File: config.mk
export PLATFORM = sky130hd
export DESIGN_NAME = vga_if_timing
export DESIGN_NICKNAME = d
export VERILOG_FILES = /design/src/rtl/vga_if_timing_pkg.sv /design/src/rtl/vga_if_timing_sync_dly.sv /design/src/rtl/vga_if_timing.sv
export SDC_FILE = /design/constraint.sdc
export NUM_CORES = 1
export LEC_CHECK = 0
export BUFFER_PORTS_ARGS = -buffer_cell sky130_fd_sc_hd__buf_2
export CORE_MARGIN = 8
export CORE_UTILIZATION = 35
export DETAILED_ROUTE_END_ITERATION = 12
export PLACE_DENSITY = 0.63
export SLEW_MARGIN = 20
export SYNTH_ARGS = -nofsm -noshare
export SYNTH_HDL_FRONTEND = slang
export SYNTH_HIERARCHICAL = 1
export SYNTH_SLANG_ARGS = --single-unit
File: constraint.sdc
create_clock -name VGA_CLK -period 2.25 [get_ports VGA_CLK]
set_input_delay 0.45 -clock VGA_CLK [delete_from_list [all_inputs] [get_ports VGA_CLK]]
set_output_delay 0.45 -clock VGA_CLK [all_outputs]
set_load 0.05 [all_outputs]
File: src/rtl/vga_if_timing_pkg.sv
// Shared 1024x768@60 timing constants and sync bundle type for the VGA path.
package vga_if_timing_pkg;

  localparam int unsigned CNT_W = 11;

  localparam int unsigned H_ACTIVE = 1024;
  localparam int unsigned H_FP     = 24;
  localparam int unsigned H_SYNC   = 136;
  localparam int unsigned H_BP     = 160;
  localparam int unsigned H_TOTAL  = H_ACTIVE + H_FP + H_SYNC + H_BP;

  localparam int unsigned V_ACTIVE = 768;
  localparam int unsigned V_FP     = 3;
  localparam int unsigned V_SYNC   = 6;
  localparam int unsigned V_BP     = 29;
  localparam int unsigned V_TOTAL  = V_ACTIVE + V_FP + V_SYNC + V_BP;

  // Bit order matches the 3-bit delay line: {en, vs, hs}.
  typedef struct packed {
    logic en;
    logic vs;
    logic hs;
  } sync_t;

endpackage

File: src/rtl/vga_if_timing_sync_dly.sv
// Fixed-depth delay line for the {en, vs, hs} timing bundle.
module vga_if_timing_sync_dly #(
  parameter int unsigned p_DEPTH   = 3,
  parameter logic [2:0]  p_RST_VAL = '0
) (
  input  logic       VGA_CLK,
  input  logic       RST_N,
  input  logic [2:0] i_d,
  output logic [2:0] o_q,
  output logic       o_tap_en
);

  logic [2:0] r_stg [p_DEPTH];

  // Shift register; every stage resets to the inactive bundle value.
  always_ff @(posedge VGA_CLK or negedge RST_N) begin
    if (!RST_N) begin
      for (int unsigned i = 0; i < p_DEPTH; i++) r_stg[i] <= p_RST_VAL;
    end else begin
      r_stg[0] <= i_d;
      for (int unsigned i = 1; i < p_DEPTH; i++) r_stg[i] <= r_stg[i-1];
    end
  end

  assign o_q      = r_stg[p_DEPTH-1];
  // Enable one stage early: gates the pixel register so data lands with o_q.
  assign o_tap_en = r_stg[p_DEPTH-2][2];

endmodule

File: src/rtl/vga_if_timing.sv
// Free-running VGA timing generator with pipelined pixel request/return alignment.
module vga_if_timing
  import vga_if_timing_pkg::*;
#(
  parameter int unsigned p_H_ACTIVE = H_ACTIVE,
  parameter int unsigned p_H_FP     = H_FP,
  parameter int unsigned p_H_SYNC   = H_SYNC,
  parameter int unsigned p_H_BP     = H_BP,
  parameter int unsigned p_V_ACTIVE = V_ACTIVE,
  parameter int unsigned p_V_FP     = V_FP,
  parameter int unsigned p_V_SYNC   = V_SYNC,
  parameter int unsigned p_V_BP     = V_BP,
  parameter int unsigned p_SYNC_POL = 0,
  parameter int unsigned p_PIPE_DLY = 2
) (
  input  logic        VGA_CLK,
  input  logic        RST_N,
  input  logic [23:0] VGA_BUF_RGB,
  output logic        VGA_IF_RGBEN,
  output logic        VGA_HS,
  output logic        VGA_VS,
  output logic        VGA_BLANK_N,
  output logic [7:0]  VGA_R,
  output logic [7:0]  VGA_G,
  output logic [7:0]  VGA_B
);

  localparam int unsigned LP_H_TOT = p_H_ACTIVE + p_H_FP + p_H_SYNC + p_H_BP;
  localparam int unsigned LP_V_TOT = p_V_ACTIVE + p_V_FP + p_V_SYNC + p_V_BP;

  localparam logic [CNT_W-1:0] LP_H_LAST = CNT_W'(LP_H_TOT - 1);
  localparam logic [CNT_W-1:0] LP_V_LAST = CNT_W'(LP_V_TOT - 1);
  localparam logic [CNT_W-1:0] LP_H_ACT  = CNT_W'(p_H_ACTIVE);
  localparam logic [CNT_W-1:0] LP_V_ACT  = CNT_W'(p_V_ACTIVE);
  localparam logic [CNT_W-1:0] LP_HS_BEG = CNT_W'(p_H_ACTIVE + p_H_FP);
  localparam logic [CNT_W-1:0] LP_HS_END = CNT_W'(p_H_ACTIVE + p_H_FP + p_H_SYNC - 1);
  localparam logic [CNT_W-1:0] LP_VS_BEG = CNT_W'(p_V_ACTIVE + p_V_FP);
  localparam logic [CNT_W-1:0] LP_VS_END = CNT_W'(p_V_ACTIVE + p_V_FP + p_V_SYNC - 1);
  localparam logic             LP_POL    = 1'(p_SYNC_POL);
  localparam sync_t            LP_IDLE   = '{en: 1'b0, vs: ~LP_POL, hs: ~LP_POL};

  logic [CNT_W-1:0] r_h_cnt;
  logic [CNT_W-1:0] r_v_cnt;
  logic [CNT_W-1:0] w_h_nxt;
  logic [CNT_W-1:0] w_v_nxt;
  logic             w_h_wrap;
  sync_t            w_raw_nxt;
  sync_t            r_raw;
  sync_t            w_dly;
  logic             w_tap_en;
  logic [23:0]      r_rgb;

  // Next counter position; raw timing is decoded from it so the registered
  // enable/syncs line up with the counter value of the same cycle.
  always_comb begin
    w_h_wrap = (r_h_cnt == LP_H_LAST);
    w_h_nxt  = w_h_wrap ? '0 : r_h_cnt + CNT_W'(1);
    w_v_nxt  = r_v_cnt;
    if (w_h_wrap) w_v_nxt = (r_v_cnt == LP_V_LAST) ? '0 : r_v_cnt + CNT_W'(1);
    w_raw_nxt.en = (w_h_nxt < LP_H_ACT) && (w_v_nxt < LP_V_ACT);
    w_raw_nxt.hs = ((w_h_nxt >= LP_HS_BEG) && (w_h_nxt <= LP_HS_END)) ~^ LP_POL;
    w_raw_nxt.vs = ((w_v_nxt >= LP_VS_BEG) && (w_v_nxt <= LP_VS_END)) ~^ LP_POL;
  end

  // Counters reset to the last position so the first edge lands on (0,0).
  always_ff @(posedge VGA_CLK or negedge RST_N) begin
    if (!RST_N) begin
      r_h_cnt <= LP_H_LAST;
      r_v_cnt <= LP_V_LAST;
      r_raw   <= LP_IDLE;
    end else begin
      r_h_cnt <= w_h_nxt;
      r_v_cnt <= w_v_nxt;
      r_raw   <= w_raw_nxt;
    end
  end

  vga_if_timing_sync_dly #(
    .p_DEPTH   (p_PIPE_DLY + 1),
    .p_RST_VAL (LP_IDLE)
  ) u_sync_dly (
    .VGA_CLK  (VGA_CLK),
    .RST_N    (RST_N),
    .i_d      (r_raw),
    .o_q      (w_dly),
    .o_tap_en (w_tap_en)
  );

  // Capture returned pixel only for requested positions; blanking is exact zero.
  always_ff @(posedge VGA_CLK or negedge RST_N) begin
    if (!RST_N)        r_rgb <= '0;
    else if (w_tap_en) r_rgb <= VGA_BUF_RGB;
    else               r_rgb <= '0;
  end

  assign VGA_IF_RGBEN = r_raw.en;
  assign VGA_HS       = w_dly.hs;
  assign VGA_VS       = w_dly.vs;
  assign VGA_BLANK_N  = w_dly.en;
  assign VGA_R        = r_rgb[23:16];
  assign VGA_G        = r_rgb[15:8];
  assign VGA_B        = r_rgb[7:0];

endmodule

==> results_dict.tcl <==
set metrics [dict create \
    max_clk_rate_mhz 471.7 \
    antenna-diode-count 0 \
    drt-pass1-iter-count 4 \
    met3RoutedLength_um 495 \
    post_synthesis_sequential_area_ratio 0.5926 \
    finalClockSkew_ns 0.005021 \
    layoutNonFillerInstCount 380 \
    timing.critical_path.to_type "flop" \
    regToRegEndpoint "VGA_IF_RGBEN$_DFF_PN0_" \
    critPathSlowestCell "dfstp_2" \
    met2_length_mm 2.156 \
    routed_wl_mm 5.321 \
    floorplan.die.height_um 100.4 \
    first_iter_violations 90 \
    worst_ep_arrival_time_ns 2.32 \
    leakage_power_nw 1.375 \
    cts.sink_count 58 \
    cap_violations 0 \
    power_density_mw_per_mm2 717.7 \
    cts.path.max_buffers 2 \
    cts-htree-levels 3 \
    antenna_violations_before_repair 0 \
    gp_congestion 0.8910 \
    finalMaxSlewViolations 0 \
    syn_nets 248 \
    highest_layer "met4" \
    hold_violations 0 \
    insertion_delay_ns 0.33 \
    globalRouteOverflowTotal 0 \
    remaining_drc_errors 0 \
    worst_setup_hold_path_clk_slew_ns 0.07 \
    number_of_gates_on_the_worst_path_with_buffers_counted 7 \
    std_cell_rows 30 \
    worst_slew_pin_slew_ns 0.5256 \
    cts_root_buf "clkbuf_8" \
    slowest_delay_ns 0.56 \
    pre_cts_slack_ns 0.09484 \
    critical_path_required_ns 2.45 \
    coreArea_mm2 0.006832 \
    die_width_um 100.4 \
    worstSetupEndpoint "VGA_IF_RGBEN$_DFF_PN0_" \
    critical_path.top_delay_family "simple AND/OR/NAND/NOR gates" \
    fillCellCount 660 \
    summed_instance_area_of_the_synthesized_netlist_mm2 0.002494 \
    unrepaired_setup_endpoints_after_global_routing "true" \
    worst_hold_path_class "in -> reg" \
    period_needed_ns 2.120 \
    layout.cells.most_common_list "buf_2, dfrtp_1, and2_1" \
    hold_ws_ns 0.3290 \
    flow.area_growth_from_synthesis_pct 25.49 \
    worst_slew_margin_rel 0.6496 \
    design.portCount 54 \
    multi_input_comb_area_um2 924.6 \
    final-setup-viol-count 0 \
    mostFrequentLayoutCell "buf_2" \
    routed_via_count 1814 \
    numPlacedInstances 363 \
    startpoint_type "flop" \
    port-buffer-count 53 \
    drive_gt1_frac 0.3803 \
    rrSetupSlack_ns 0.13 \
    layout.nets 309 \
    irDropWorstVdd_mv 0.4341 \
    clock_buffer_count_from_cts 9 \
    r2r-start "r_h_cnt[0]$_DFF_PN1_" \
    route.layer.met1.wl_mm 2.595 \
    run_status "completed" \
    final-seq-area_mm2 0.001478 \
    timing.setup.critical_path_class "reg -> reg" \
    synth_cells 218 \
    avgRoutedWirePerCell_um 14.00 \
    design.die.area_mm2 0.01008 \
    netlist-cell-type-count 41 \
    min_period_over_period 0.9422 \
    wire_length_of_the_first_global_routing_pass_mm 8.928 \
    cp_num_buf_inv 1 \
    post_synth.cell_area_avg_um2 11.44 \
    number_of_global_route_vias_before_repair 1803 \
    detailedPlacementHpwl_mm 3.770 \
    critPathMaxFanout 8 \
    clock_tree_from_tritoncts "done" \
    initial_core_util 0.3650 \
    number_of_nets_still_failing_antenna_checks_after_routing 0 \
    worstRegToRegCells 7 \
    critical_path.cell_chain "ha_1 -> buf_4 -> nand4_1 -> or3_1 -> nor2_1 -> xor2_1 -> nor3_1" \
    via_per_inst 4.774 \
    yosysWarningCount 6 \
    setup_slack_ns 0.1300 \
    synth-seq-cells 58 \
    grt_start_max_net_pins 52 \
    gr-usage-all-layers 0.1136 \
    setup.worst_path.start "r_h_cnt[0]$_DFF_PN1_" \
]
-- per-layer routing --
layer / GRT usage / up-vias
met5: 0 / -
met4: 0.06977 / 0
met3: 0.04083 / 6
met2: 0.1631 / 83
met1: 0.1419 / 843
li1: - / 882
-- synthesized netlist by cell type --
master,n,area [um2]
a21oi_1,9,45.04
o221ai_1,1,8.760
and2_1,28,175.2
a221oi_1,1,8.760
nand3b_1,1,7.510
clkbuf_1,4,15.01
inv_1,6,22.52
nand4_1,7,43.79
nand2_1,13,48.80
dfstp_2,21,551.8
buf_4,3,22.52
xor2_1,7,61.31
xnor2_1,7,61.31
nor4b_1,1,8.760
clkbuf_2,1,5.000
o41ai_2,1,16.27
nor3_1,5,25.02
or3_1,2,12.51
ha_1,4,50.05
a22o_1,1,8.760
a32oi_1,1,8.760
buf_2,7,35.03
o21ai_0,8,40.04
nor4bb_1,1,10.01
and3b_1,1,8.760
nand2b_1,1,6.260
and3_1,2,12.51
o2111ai_1,1,8.760
nand3_1,9,45.04
and4_1,5,43.79
nor4_1,1,6.260
o2bb2ai_1,1,8.760
dfrtp_1,37,925.9
nor3_2,2,20.02
nor2_1,9,33.78
a2bb2oi_1,1,8.760
o31a_1,1,8.760
o31ai_1,3,22.52
mux2_4,1,15.01
or2_2,1,6.260
a32o_1,2,20.02
-- area by class of cell --
| type | count | area share |
|---|---|---|
| clock buffer | 12 | 0.05278 |
| clock inverter | 4 | 0.01559 |
| inverter | 6 | 0.007197 |
| multi-input combinational | 139 | 0.2955 |
| sequential | 58 | 0.4722 |
| tap | 96 | 0.03838 |
| timing repair buffer | 65 | 0.1184 |
-- where the power goes --
group | leakage [nW] | internal, mW | total [mW] | switching, mW
Sequential | 0.660 | 1.07 | 1.07 | 0.00417
Combinational | 0.603 | 0.0456 | 0.165 | 0.119
Clock | 0.112 | 0.600 | 1.01 | 0.410
Total | 1.37 | 1.71 | 2.25 | 0.534
-- state kept, by name (all words and copies together), names as in the netlist --
name / cells
u_sync_dly/o_tap_en: 1
u_sync_dly/o_q: 3
r_raw: 2
u_sync_dly/r_stg: 5
r_rgb: 24
VGA_IF_RGBEN: 1
r_v_cnt: 11
r_h_cnt: 11
-- worst register-to-register path, stage by stage (launching register included) --
cell	delay [ns]
dfstp_2	0.56
ha_1	0.17
buf_4	0.15
nand4_1	0.18
or3_1	0.48
nor2_1	0.16
xor2_1	0.22
nor3_1	0.08
-- kinds of logic (layout without fill, tap and decap cells) --
logic type	count (synthesis)	in the layout	synth area share
AO/OA/AOI/OAI	31	31	0.08581
XOR/XNOR	14	14	0.04917
adder cells (fa/ha/maj)	4	4	0.02007
buffers and inverters	21	87	0.04013
flip-flops	58	58	0.5926
multiplexers	1	1	0.006019
AND/OR/NAND/NOR	89	89	0.2062
-- stage by stage --
step	TNS (ns)	total power [mW]	utilization	area (um2)
2_1_floorplan	0	1.185	-	2494
3_3_place_gp	0	1.254	0.4240	2897
3_5_place_dp	0	1.256	0.4240	2897
4_1_cts	0	2.282	0.4568	3120
5_1_grt	-0.01604	2.338	0.4581	3129
6_report	0	2.246	0.4581	3129
-- what timing repair did --
item / CTS / global route
endpoints found under the setup margin: 0 / 1
buffers inserted: 0 / 0
endpoints found under the hold margin: 7 / 0
hold buffers: 1 / 0
resized for setup: 0 / 2
-- worst min-delay path by stage --
stage | start | endpoint | slack, ns | cells after the start
after global placement | RST_N | r_rgb[20]$_DFF_PN0_ | 0.31 | 1
after detailed placement | RST_N | r_rgb[17]$_DFF_PN0_ | 0.31 | 1
after global routing | VGA_BUF_RGB[21] | r_rgb[21]$_DFF_PN0_ | 0.32 | 2
final | VGA_BUF_RGB[4] | r_rgb[4]$_DFF_PN0_ | 0.33 | 2
after CTS | VGA_BUF_RGB[4] | r_rgb[4]$_DFF_PN0_ | 0.31 | 2
after floorplan | RST_N | VGA_IF_RGBEN$_DFF_PN0_ | 0.15 | 0
(Power assumes the default switching activity.)
